`src/rtl/ddr_iod_ctrl_pkg.sv`:
```
// ddr_iod_ctrl_pkg: command encodings, FSM states and width helper for the IOD delay lane controller
package ddr_iod_ctrl_pkg;
  typedef enum logic [1:0] {
    OP_LOAD = 2'd0,
    OP_STEP = 2'd1,
    OP_SET  = 2'd2,
    OP_EYE  = 2'd3
  } op_e;
  typedef enum logic [3:0] {
    S_IDLE,
    S_LOAD,
    S_DIR,
    S_MOVE,
    S_SETTLE,
    S_EYE_CLR,
    S_EYE_WAIT,
    S_EYE_CAP,
    S_DONE
  } state_e;
  function automatic int width_of(input int n);
    return (n > 1) ? $clog2(n) : 1;
  endfunction
endpackage

```
`src/rtl/ddr_iod_settle_cnt.sv`:
```
// ddr_iod_settle_cnt: loadable down-counter whose done flag marks the last counted cycle
module ddr_iod_settle_cnt #(
  parameter int W = 5
) (
  input  logic         clk,
  input  logic         rst,
  input  logic         load,
  input  logic [W-1:0] load_val,
  output logic         done
);
  logic [W-1:0] cnt_q, cnt_d;
  always_comb cnt_d = load ? load_val : (cnt_q != '0 ? cnt_q - W'(1) : cnt_q);
  always_ff @(posedge clk) cnt_q <= rst ? '0 : cnt_d;
  assign done = cnt_q == W'(1);
endmodule

```
`src/rtl/ddr_iod_delay_lane_ctrl.sv`:
```
// ddr_iod_delay_lane_ctrl: per-lane IOD delay-line tap tracking, stepping and eye-monitor sampling
module ddr_iod_delay_lane_ctrl
  import ddr_iod_ctrl_pkg::*;
#(
  parameter int NUM_LANES    = 8,
  parameter int TAP_W        = 8,
  parameter int MAX_TAP      = 127,
  parameter int RESET_TAP    = 1,
  parameter int SETTLE_CYC   = 4,
  parameter int EYE_WAIT_CYC = 16
) (
  input  logic                             FAB_CLK,
  input  logic                             SYNC_RST,
  input  logic                             CMD_VALID,
  output logic                             CMD_READY,
  input  logic [1:0]                       CMD_OP,
  input  logic [width_of(NUM_LANES)-1:0]   CMD_LANE,
  input  logic [TAP_W-1:0]                 CMD_ARG,
  output logic                             RSP_VALID,
  output logic                             RSP_ERR,
  output logic                             RSP_EARLY,
  output logic                             RSP_LATE,
  output logic [NUM_LANES*TAP_W-1:0]       TAP_VAL,
  output logic [NUM_LANES-1:0]             DELAY_LINE_MOVE,
  output logic [NUM_LANES-1:0]             DELAY_LINE_DIRECTION,
  output logic [NUM_LANES-1:0]             DELAY_LINE_LOAD,
  output logic [NUM_LANES-1:0]             EYE_MONITOR_CLEAR_FLAGS,
  input  logic [NUM_LANES-1:0]             DELAY_LINE_OUT_OF_RANGE,
  input  logic [NUM_LANES-1:0]             EYE_MONITOR_EARLY,
  input  logic [NUM_LANES-1:0]             EYE_MONITOR_LATE
);
  localparam int LW = width_of(NUM_LANES);
  localparam int CW = width_of((SETTLE_CYC > EYE_WAIT_CYC ? SETTLE_CYC : EYE_WAIT_CYC) + 1);
  localparam logic [TAP_W-1:0] MAX_T = TAP_W'(MAX_TAP);
  localparam logic [TAP_W-1:0] RST_T = TAP_W'(RESET_TAP);
  state_e state_q, state_d;
  op_e op_q, op_d;
  logic [LW-1:0] lane_q, lane_d, cmd_idx;
  logic [TAP_W-1:0] arg_q, arg_d, sel_tap, cmd_tap;
  logic [TAP_W-1:0] tap_q [NUM_LANES];
  logic [TAP_W-1:0] tap_d [NUM_LANES];
  logic inc_q, inc_d, cmd_ok, done_err, cnt_done;
  logic rsp_valid_q, rsp_valid_d, rsp_err_q, rsp_err_d;
  logic rsp_early_q, rsp_early_d, rsp_late_q, rsp_late_d;
  logic [NUM_LANES-1:0] lane_oh, move_q, move_d, dir_q, dir_d, load_q, load_d, clr_q, clr_d;
  assign cmd_ok  = int'(CMD_LANE) < NUM_LANES;
  assign cmd_idx = cmd_ok ? CMD_LANE : '0;
  assign cmd_tap = tap_q[cmd_idx];
  assign sel_tap = tap_q[lane_q];
  ddr_iod_settle_cnt #(.W(CW)) u_cnt (
    .clk      (FAB_CLK),
    .rst      (SYNC_RST),
    .load     (state_d != state_q),
    .load_val (state_d == S_EYE_WAIT ? CW'(EYE_WAIT_CYC) : CW'(SETTLE_CYC)),
    .done     (cnt_done)
  );
  // Range errors and no-op SETs are resolved at accept and answered without touching the IOD.
  always_comb begin
    state_d     = state_q;
    op_d        = op_q;
    lane_d      = lane_q;
    arg_d       = arg_q;
    inc_d       = inc_q;
    tap_d       = tap_q;
    rsp_err_d   = rsp_err_q;
    rsp_early_d = rsp_early_q;
    rsp_late_d  = rsp_late_q;
    done_err    = 1'b0;
    case (state_q)
      S_IDLE: if (CMD_VALID) begin
        op_d     = op_e'(CMD_OP);
        lane_d   = cmd_idx;
        arg_d    = CMD_ARG;
        inc_d    = (op_d == OP_SET) ? (CMD_ARG > cmd_tap) : CMD_ARG[0];
        done_err = !cmd_ok || (op_d == OP_STEP && (inc_d ? cmd_tap >= MAX_T : cmd_tap == '0))
                   || (op_d == OP_SET && CMD_ARG > MAX_T);
        state_d  = (done_err || (op_d == OP_SET && CMD_ARG == cmd_tap)) ? S_DONE :
                   op_d == OP_LOAD ? S_LOAD : op_d == OP_EYE ? S_EYE_CLR : S_DIR;
        if (op_d == OP_LOAD && !done_err) tap_d[cmd_idx] = RST_T;
      end
      S_LOAD, S_MOVE: state_d = S_SETTLE;
      S_DIR: begin
        state_d        = S_MOVE;
        tap_d[lane_q]  = inc_q ? sel_tap + TAP_W'(1) : sel_tap - TAP_W'(1);
      end
      S_SETTLE: if (cnt_done) begin
        done_err = DELAY_LINE_OUT_OF_RANGE[lane_q];
        state_d  = (!done_err && op_q == OP_SET && sel_tap != arg_q) ? S_DIR : S_DONE;
        inc_d    = arg_q > sel_tap;
      end
      S_EYE_CLR: state_d = S_EYE_WAIT;
      S_EYE_WAIT: if (cnt_done) state_d = S_EYE_CAP;
      S_EYE_CAP: state_d = S_DONE;
      default: state_d = S_IDLE;
    endcase
    if (state_d == S_DONE && state_q != S_DONE) begin
      rsp_err_d   = done_err;
      rsp_early_d = state_q == S_EYE_CAP && EYE_MONITOR_EARLY[lane_q];
      rsp_late_d  = state_q == S_EYE_CAP && EYE_MONITOR_LATE[lane_q];
    end
    lane_oh     = NUM_LANES'(1) << lane_d;
    load_d      = state_d == S_LOAD ? lane_oh : '0;
    move_d      = state_d == S_MOVE ? lane_oh : '0;
    dir_d       = ((state_d == S_DIR || state_d == S_MOVE) && inc_d) ? lane_oh : '0;
    clr_d       = state_d == S_EYE_CLR ? lane_oh : '0;
    rsp_valid_d = state_d == S_DONE;
  end
  always_ff @(posedge FAB_CLK) begin
    if (SYNC_RST) begin
      state_q     <= S_IDLE;
      op_q        <= OP_LOAD;
      lane_q      <= '0;
      arg_q       <= '0;
      inc_q       <= 1'b0;
      for (int i = 0; i < NUM_LANES; i++) tap_q[i] <= RST_T;
      move_q      <= '0;
      dir_q       <= '0;
      load_q      <= '0;
      clr_q       <= '0;
      rsp_valid_q <= 1'b0;
      rsp_err_q   <= 1'b0;
      rsp_early_q <= 1'b0;
      rsp_late_q  <= 1'b0;
    end else begin
      state_q     <= state_d;
      op_q        <= op_d;
      lane_q      <= lane_d;
      arg_q       <= arg_d;
      inc_q       <= inc_d;
      tap_q       <= tap_d;
      move_q      <= move_d;
      dir_q       <= dir_d;
      load_q      <= load_d;
      clr_q       <= clr_d;
      rsp_valid_q <= rsp_valid_d;
      rsp_err_q   <= rsp_err_d;
      rsp_early_q <= rsp_early_d;
      rsp_late_q  <= rsp_late_d;
    end
  end
  for (genvar g = 0; g < NUM_LANES; g++) begin : g_tap
    assign TAP_VAL[g*TAP_W +: TAP_W] = tap_q[g];
  end
  assign CMD_READY               = state_q == S_IDLE;
  assign RSP_VALID               = rsp_valid_q;
  assign RSP_ERR                 = rsp_err_q;
  assign RSP_EARLY               = rsp_early_q;
  assign RSP_LATE                = rsp_late_q;
  assign DELAY_LINE_MOVE         = move_q;
  assign DELAY_LINE_DIRECTION    = dir_q;
  assign DELAY_LINE_LOAD         = load_q;
  assign EYE_MONITOR_CLEAR_FLAGS = clr_q;
endmodule

```
`config.mk`:
```
export PLATFORM = sky130hd
export DESIGN_NAME = ddr_iod_delay_lane_ctrl
export DESIGN_NICKNAME = d
export VERILOG_FILES = /design/src/rtl/ddr_iod_ctrl_pkg.sv /design/src/rtl/ddr_iod_settle_cnt.sv /design/src/rtl/ddr_iod_delay_lane_ctrl.sv
export SDC_FILE = /design/constraint.sdc
export NUM_CORES = 1
export LEC_CHECK = 0
export CAP_MARGIN = 20
export CELL_PAD_IN_SITES_DETAIL_PLACEMENT = 1
export CELL_PAD_IN_SITES_GLOBAL_PLACEMENT = 2
export CORE_ASPECT_RATIO = 1.5
export CORE_MARGIN = 2
export CORE_UTILIZATION = 31
export DETAILED_ROUTE_END_ITERATION = 7
export GPL_TIMING_DRIVEN = 0
export PLACE_DENSITY_LB_ADDON = 0.1
export SKIP_LAST_GASP = 1
export SLEW_MARGIN = 20
export SYNTH_ARGS = -nofsm -noshare
export SYNTH_HDL_FRONTEND = slang
export SYNTH_HIERARCHICAL = 1
export SYNTH_SLANG_ARGS = --single-unit
```
`constraint.sdc`:
```
create_clock -name FAB_CLK -period 4.5 [get_ports FAB_CLK]
set_input_delay 0.45 -clock FAB_CLK [delete_from_list [all_inputs] [get_ports FAB_CLK]]
set_output_delay 0.45 -clock FAB_CLK [all_outputs]
set_load 0.05 [all_outputs]
```
Word level (Yosys, flattened, before mapping)
Index checks and enable logic that the tools add are counted.
{"block": "word_totals", "register_bits": 123, "in_bits": 40, "out_inout_bits": 101}
{"block": "op_classes", "add_sub_neg": 3, "order_cmp": 9, "eq_ne": 24, "shift": 1, "n_mux": 42, "bitwise": 9, "reduce_logical": 30}
{"operator": "$mux W64", "n": 2}
{"operator": "$pmux W64 S2", "n": 1}
{"operator": "$bwmux W64", "n": 1}
{"operator": "$and A56 B56 Y56", "n": 1}
{"operator": "$mux W8", "n": 7}
{"operator": "$not A56 Y56", "n": 1}
{"operator": "$bmux W8 S3", "n": 2}
{"operator": "$demux W8 S3", "n": 2}
{"operator": "$pmux W4 S7", "n": 1}
{"operator": "$eq A4 B3 Y1 const B", "n": 6}
{"operator": "$mux W4", "n": 5}
{"operator": "$eq A4 B2 Y1 const B", "n": 4}
{"operator": "$gt A8 B8 Y1", "n": 2}
{"operator": "$mux W5", "n": 3}
{"operator": "$logic_and A1 B1 Y1", "n": 12}
{"operator": "$mux W3", "n": 4}
{"operator": "$reduce_or A2 Y1", "n": 5}
{"operator": "$bmux W1 S3", "n": 3}
{"operator": "$mux W1", "n": 9}
{"operator": "$add A8 B1 Y8 const B", "n": 1}
{"operator": "$eq A4 B1 Y1 const B", "n": 2}
{"operator": "$eq A8 B8 Y1", "n": 1}
{"operator": "$ge A4 B4 Y1 const B", "n": 2}
{"operator": "$ge A8 B7 Y1 const B", "n": 1}
{"operator": "other kinds (28)", "n": 40}

Logic depth before layout (Yosys ltp)
Gate-level depths: netlist (run 1).
{"block": "logic_depth", "word_depth": 18, "depth_mapped": 20}

Cells and area by module
The synthesis (run 1) kept the hierarchy.
{"module": "ddr_iod_delay_lane_ctrl", "n_inst": 1, "cells_per_inst": 731, "area_per_inst_um2": 6383.6, "seq_area_each_um2": 2362.3}
{"module": "ddr_iod_settle_cnt", "n_inst": 1, "cells_per_inst": 32, "area_per_inst_um2": 312.8, "seq_area_each_um2": 100.1}

Least setup slack after synthesis (run 1)
No wires, ideal clock.
{"block": "synth_path", "path_type": "register to register", "from": "register lane_q[0]", "to": "register rsp_err_q (netlist: RSP_ERR)", "setup_ns": 0.123, "arrival_time_ns": 3.962, "slack_ns": 0.415, "stages_incl_launch_ff": 17, "n_path_buf": 4, "synth_period_minus_slack_ns": 4.085, "path_cell_list": "dfxtp_1 > buf_2 > buf_1 > clkbuf_1 > clkbuf_1 > nor2_1 > a22oi_1 > nor2_1 > a211oi_1 > ha_1 > nand3_1 > or3_1 > a31o_1 > o41ai_1 > clkinv_1 > a21oi_2 > mux2_1"}
{"block": "synth_via", "elab_chain_len": 11}
{"element": "start, declared", "line": "ddr_iod_delay_lane_ctrl.sv:38", "source": "logic [LW-1:0] lane_q, lane_d, cmd_idx;"}
{"element": "start signal, assigned", "line": "ddr_iod_delay_lane_ctrl.sv:127", "source": "lane_q <= lane_d;"}
{"element": "$not A3 Y4 (implied by the code)", "line": "ddr_iod_delay_lane_ctrl.sv:49", "source": "assign sel_tap = tap_q[lane_q];"}
{"element": "$bmux W8 S3", "line": "ddr_iod_delay_lane_ctrl.sv:49"}
{"element": "$mux W8 (implied by the code) (2 in series)", "line": "ddr_iod_delay_lane_ctrl.sv:49"}
{"element": "$ne A8 B8 Y1", "line": "ddr_iod_delay_lane_ctrl.sv:88", "source": "state_d = (!done_err && op_q == OP_SET && sel_tap != arg_q) ? S_DIR : S_DONE;"}
{"element": "$logic_and A1 B1 Y1", "line": "ddr_iod_delay_lane_ctrl.sv:88"}
{"element": "$mux W4", "line": "ddr_iod_delay_lane_ctrl.sv:88"}
{"element": "$mux W4", "line": "ddr_iod_delay_lane_ctrl.sv:86", "source": "S_SETTLE: if (cnt_done) begin"}
{"element": "$pmux W4 S7", "line": "ddr_iod_delay_lane_ctrl.sv:69", "source": "case (state_q)"}
{"element": "$eq A4 B4 Y1", "line": "ddr_iod_delay_lane_ctrl.sv:96", "source": "if (state_d == S_DONE && state_q != S_DONE) begin"}
{"element": "$logic_and A1 B1 Y1", "line": "ddr_iod_delay_lane_ctrl.sv:96"}
{"element": "end signal, assigned", "line": "ddr_iod_delay_lane_ctrl.sv:136", "source": "rsp_err_q <= rsp_err_d;"}
{"element": "end, declared", "line": "ddr_iod_delay_lane_ctrl.sv:43", "source": "logic rsp_valid_q, rsp_valid_d, rsp_err_q, rsp_err_d;"}
Parallel ways exist; a longest one is shown, timed or not. The select of a mux whose other input is x is not followed.
A chain may end at the register's enable or synchronous reset.

Worst setup path in the final report (run 1)
Ends and elaborated chain as after synthesis.

==> qor.txt, run 1 <==
Syn Area/Cell - 8.78 um2
CTS max path bufs - 2
Seq cells post-synth - 123
Min-delay src - arg_q[0]
Worst setup SP type - flop
Height of the chip - 184 um
Post-synth EDFFs - 0
Critical Path RT - 4820 ps
Initial core utilization - 31.7%
Die Span X - 124 um
Crit. End Element - flop
Hpwl dp - 23,600 um
Slew margin rel. - 18.4%
Least-Margin Pin Slew - 1220 ps
Synth warn - 6
Critical path type - reg -> reg
Cells after Synth - 763
Placer congestion estimate - 0.882
Hold WC Path Type - reg -> reg
Drt total wl - 30,400 um
Final setup viols - 0
Nets - 993
# clock sinks - 123
Final instance area - 9100 um2
Antenna Violating Nets Remaining - 0
CTS tree - yes
Htree depth - 4
Critical path peak fanout - 10
Row Count - 65
LEAKAGE - 3.38 nW
Via density - 5.60
Setup total negative slack - 0 ps
Crit Reg-Reg Startpoint - lane_q[0]
F_max - 227 MHz
Hold Crit Depth - 2
P per Cell Area - 408 nW/um2
Initial DRC count - 338
CTS root buf - clkbuf_16
Status - completed
Reg2reg end - RSP_ERR
Global-route wire length before repair - 45,300 um
Post-synthesis sequential area ratio - 36.8%
Core area - 21,100 um2
Final setup margin - 96.0 ps
# diodes - 0
I/O Pins - 141
DR pass1 iterations - 4
CTS clk-pin slew, worst paths - 60 ps
MaxCap Viol Count - 0
Crit path DAT - 4720 ps
Via count - 6,749
Setup bufs post-CTS - 0
Post-layout min period - 4400 ps
Power Total - 3.72 mW
Grt ovf - 0
Max VDD drop - 0.264 mV
IO Port Bufs - 139
Cell Area, Synth - 6700 um2
Primary FF master, synth - dfxtp_1
Final hold violations - 0
Wire per inst - 25.2 um
Worst-Skew Late Latency - 440 ps
# fillers - 2,485
Final Cycle Share - 97.9%
Cell Area, Placed - 8450 um2
Area grow syn2layout - 35.9%
Most common cell after layout, fill and taps aside - clkdlybuf4s50_1
Number of global-route vias before repair - 7,386
Worst Hold Endpoint - arg_q[0]
DP Worst Slack - -1280 ps
# DRC - 0
Global Route Usage Sum - 27.5%
Synth cell types - 66
Inserted Clock Buffers - 17
Layout cells sized above 1 - 11.0%
Largest net degree at the start of global routing - 17
RSZ-0062 raised after global routing - true
Reg2Reg Depth - 16
Die area - 22,800 um2
Setup Skew - 10.4 ps
Initial antenna violation count - 0
Max Transition Viols Final - 0
Reg2reg setup slack - 100 ps
Highest-count cells in the layout ignoring fill and taps - clkdlybuf4s50_1, nor2_1, dfxtp_1
Ys async rst share - 0%
## critical path: stages (launching register included)
cell      delay [ps]
dfxtp_1          310
clkbuf_4         260
buf_6            240
clkbuf_4         270
buf_2            300
nor2_1            70
a22oi_1          190
nor2_1            70
a211oi_2         330
ha_1             170
nand3_1          120
or3_1            490
a31o_1           270
o41ai_1          360
clkinv_1         210
a21oi_2          270
mux2_1           340
## worst max-delay path by stage
stage / slack [ps] / from / end
after global routing: -90 / lane_q[0] / RSP_ERR
after CTS: -90 / lane_q[0] / RSP_ERR
after detailed placement: -1280 / lane_q[0] / RSP_ERR
final: 100 / lane_q[0] / RSP_ERR
after global placement: -1140 / lane_q[0] / RSP_ERR
after floorplan: 410 / lane_q[0] / RSP_ERR
## per-stage QoR
stage                     utilization [%]  instances  hold WS (ps)
after floorplan                         -        765           436
after global placement               39.9       1172           451
after detailed placement             40.0       1173           460
after CTS                            42.8       1204           468
after global routing                 43.0       1205           492
final                                43.0       1205           464
## cell usage after synthesis, types with 2 or more instances
master      n  share of area, %
nand4_1     5              0.47
ha_1       28               5.2
mux2_1      5              0.84
a31oi_1     3              0.28
nor4b_1     2              0.26
o22ai_1    10              0.93
buf_1       6              0.34
buf_6       2              0.34
or4_1       3              0.34
a21oi_1    45               3.4
mux4_2     25               8.4
mux2i_1    20               3.0
a311o_1     2              0.30
nand2_1    58               3.3
clkbuf_1   26               1.5
or3_1       8              0.75
o21ai_0    16               1.2
nand2b_1   22               2.1
a22o_1      7              0.92
dfxtp_1   123                37
a211oi_1    6              0.67
nor2_1    135               7.6
nor2b_1    16               1.5
nand3b_1    2              0.22
and2_1      2              0.19
o211ai_1    3              0.34
o32ai_1     3              0.39
o21a_1      3              0.34
o21ai_1     5              0.37
nor4_1      5              0.47
nor3_1     13              0.97
xor2_1      2              0.26
mux2_2      9               1.5
a221oi_1    3              0.39
inv_1      31               1.7
o41ai_1     2              0.26
nand3_1    17               1.3
a211o_1     2              0.26
a21boi_0    2              0.22
xnor2_1     5              0.65
buf_2       7              0.52
a22oi_1    50               5.6
## kinds of logic after synthesis
group	count (synthesis)	share of synthesized area [%]
AO/OA/AOI/OAI	175	17.8
XOR/XNOR	7	0.916
buffers and inverters	74	4.56
adder cells (fa/ha/maj)	29	5.53
multiplexers	59	13.8
other	1	0.0560
flip-flops	123	36.8
AND/OR/NAND/NOR	295	20.7
## cell type report
class                           count  area, um2  area share, %
Multi-Input combinational cell    568       4000           43.9
Sequential cell                   123       2460           27.1
Timing Repair Buffer              141       1400           15.4
Clock buffer                       25        475           5.22
Tap cell                          268        335           3.68
Buffer                             41        216           2.38
Inverter                           32        120           1.32
Clock inverter                      7       90.1          0.990
## flip-flops by register name, summed over array words and instances (netlist names), 2 cells and up
| signal | flops |
|---|---|
| u_cnt/cnt_q | 5 |
| DELAY_LINE_MOVE | 8 |
| op_q | 2 |
| TAP_VAL | 64 |
| EYE_MONITOR_CLEAR_FLAGS | 8 |
| lane_q | 3 |
| arg_q | 8 |
| DELAY_LINE_DIRECTION | 8 |
| DELAY_LINE_LOAD | 8 |
| state_q | 4 |
## power breakdown
group          switching [mW]  internal [mW]  leakage (nW)
Combinational           0.770          0.386          2.11
Clock                   0.513          0.841         0.271
Sequential             0.0626           1.14         0.996
## what timing repair did
item,CTS,global route
gates cloned,0,0
resized for setup,23,10
hold buffers,0,0
pin swaps,1,0
endpoints found under the setup margin,88,56
## metal layers
metal | global-route usage, % | vias up | part of all wire (%)
li1 | - | 3087 | -
met1 | 29.4 | 3397 | 37
met2 | 51.8 | 204 | 55
met3 | 4.22 | 61 | 3.9
met4 | 12.4 | 0 | 4.3
met5 | 0 | - | 0
(Power assumes the default switching activity.)
==> inputs of run 2 (changes only) <==
ABC_CLOCK_PERIOD_IN_PS = 4500   (was not set)
==> results of run 2 <==
No change in the layout: final DEF, timing and power equal those of run 1.
==> inputs of run 3 (changes only) <==
ABC_CLOCK_PERIOD_IN_PS = 5100   (was 4500)
CORE_UTILIZATION = 33   (was 31)
clock period = 5.1 ns   (was 4.5 ns; I/O delays follow)
==> run 3 against run 2 <==
Compared with the run above:
- sequential power decreased by 12%
- via count is 0.21% higher
- cell area rose by 0.16%
- routed wire length decreased by 3.4%
- power decreased by 7.7%
- cell count fell by 1.0%
- global-route usage increased by 0.19 points
- combinational power fell by 15%
- count of clock-buffer cells in the layout down 6
- critical path depth unchanged
- flip-flop and latch count unchanged
- critical path type is now in -> reg
- largest power group unchanged
==> qor.txt, run 3 (synthesis results as in run 1) <==
Hold WC Path Type - reg -> reg (unchanged)
CTS clk-pin slew, worst paths - 60 ps (about the same)
Cell Area, Placed - 8430 um2 (was 8450 um2)
Status - completed (unchanged)
Setup bufs post-CTS - 0 (unchanged)
Critical path type - in -> reg (was reg -> reg)
Initial core utilization - 33.7% (was 31.7%)
Global-route wire length before repair - 43,500 um (was 45,300 um)
DR pass1 iterations - 5 (was 4)
CTS root buf - clkbuf_16 (unchanged)
RSZ-0062 raised after global routing - false (was true)
DP Worst Slack - -616 ps (was -1280 ps)
Max reg flops - 64 (unchanged)
Htree depth - 4 (unchanged)
Critical path peak fanout - 10 (unchanged)
Least-Margin Pin Slew - 1140 ps (was 1220 ps)
CTS tree - yes (unchanged)
Final Cycle Share - 95.1%
# DRC - 0 (unchanged)
P per Cell Area - 376 nW/um2 (was 408 nW/um2)
Via density - 5.67 (was 5.60)
LEAKAGE - 3.38 nW (about the same)
Global Route Usage Sum - 27.7% (was 27.5%)
Worst setup SP type - input port (was flop)
Height of the chip - 178 um (was 184 um)
Crit. End Element - flop (unchanged)
Number of global-route vias before repair - 7,180 (was 7,386)
I/O Pins - 141 (unchanged)
Slew margin rel. - 23.5% (was 18.4%)
PostCTS Resize Cnt - 5 (was 23)
F_max - 206 MHz
Via count - 6,763 (was 6,749)
Grt ovf - 0 (unchanged)
Max VDD drop - 0.208 mV (was 0.264 mV)
Hpwl dp - 23,000 um (was 23,600 um)
Highest-count cells in the layout ignoring fill and taps - clkdlybuf4s50_1, nor2_1, dfxtp_1 (unchanged)
Die Span X - 120 um (was 124 um)
# clock sinks - 123 (unchanged)
Core area - 19,900 um2 (was 21,100 um2)
CTS max path bufs - 2 (unchanged)
IO Port Bufs - 139 (unchanged)
Wire per inst - 24.6 um (was 25.2 um)
Antenna Violating Nets Remaining - 0 (unchanged)
Non-filler cells in the finished layout - 1,193 (was 1,205)
# diodes - 0 (unchanged)
Initial antenna violation count - 0 (unchanged)
Fin util - 45.9% (was 43.0%)
Post-layout min period - 4850 ps
Area grow syn2layout - 36.1% (was 35.9%)
Max Transition Viols Final - 0 (unchanged)
Final setup viols - 0 (unchanged)
Placer congestion estimate - 0.947 (was 0.882)
Most common cell after layout, fill and taps aside - clkdlybuf4s50_1 (unchanged)
Initial DRC count - 356 (was 338)
Largest net degree at the start of global routing - 29 (was 17)
Final instance area - 9110 um2 (was 9100 um2)
Layout cells sized above 1 - 10.3% (was 11.0%)
Nets - 989 (was 993)
Die area - 21,500 um2 (was 22,800 um2)
Final hold violations - 0 (unchanged)
Drt total wl - 29,300 um (was 30,400 um)
Cell count after placement - 1,164 (was 1,173)
MaxCap Viol Count - 0 (unchanged)
Setup total negative slack - 0 ps (unchanged)
Cts hold-fix bufs - 0 (unchanged)
Setup Skew - 8.40 ps (was 10.4 ps)
Worst-Skew Late Latency - 430 ps (was 440 ps)
Critical Path RT - 5420 ps (was 4820 ps)
Inserted Clock Buffers - 17 (unchanged)
Crit path DAT - 5170 ps (was 4720 ps)
Final setup margin - 250 ps (was 96.0 ps)
# fillers - 2,331 (was 2,485)
Row Count - 63 (was 65)
-- run 3: cell count changes in the layout (fill, tap and decap cells not counted), sizes merged, moves of 2 or more --
| cell | before | now |
|---|---|---|
| bufinv | 2 | 5 |
| clkbuf | 53 | 45 |
| buf | 15 | 13 |
| inv | 31 | 33 |
-- run 3: worst paths after layout --
path	from	end	slack [ps]	cells past startpoint
max	CMD_LANE[1]	u_cnt/cnt_q[2]	250	16
min	arg_q[2]	arg_q[2]	470	2
max reg2reg	lane_q[0]	EYE_MONITOR_CLEAR_FLAGS[7]	370	15
min reg2reg	arg_q[2]	arg_q[2]	470	2
-- run 3: through the flow --
step | hold slack, ps | total power [mW]
final | 465 | 3.43
after global routing | 487 | 3.57
after CTS | 467 | 3.44
after detailed placement | 459 | 2.07
after global placement | 446 | 2.03
after floorplan | 436 | 1.70
-- run 3: final cells by class --
| class | instances | area (um2) | share of cell area, % |
|---|---|---|---|
| Multi-Input combinational cell | 568 | 3970 | 43.5 |
| Clock inverter | 13 | 213 | 2.33 |
| Tap cell | 260 | 325 | 3.57 |
| Timing Repair Buffer | 139 | 1390 | 15.3 |
| Inverter | 32 | 120 | 1.32 |
| Buffer | 39 | 184 | 2.02 |
| Sequential cell | 123 | 2460 | 27.0 |
| Clock buffer | 19 | 453 | 4.97 |
-- run 3: worst max-delay path, cell delays in order --
cell	delay, ps
clkdlybuf4s50_1	740
buf_2	410
buf_2	340
nand2_1	160
o211ai_1	570
ha_1	370
nor2b_1	140
o211ai_1	190
a21oi_1	90
o221ai_1	310
o21ai_0	190
o2bb2ai_1	340
a41oi_2	250
a211o_1	290
nand2b_1	140
o211a_1	120
-- run 3: metal layers --
| layer | up-vias | part of all wire, % | track usage [%] |
|---|---|---|---|
| met5 | - | 0 | 0 |
| met4 | 0 | 4.3 | 13.3 |
| met3 | 70 | 4.2 | 4.76 |
| met2 | 235 | 54 | 52.2 |
| met1 | 3396 | 37 | 29.6 |
| li1 | 3062 | - | - |
-- run 3: report_power, final --
group	total (mW)	internal [mW]	switching (mW)
clock network	1.38	0.896	0.481
registers	1.06	1.01	0.0523
logic	0.990	0.328	0.662
total	3.43	2.23	1.20
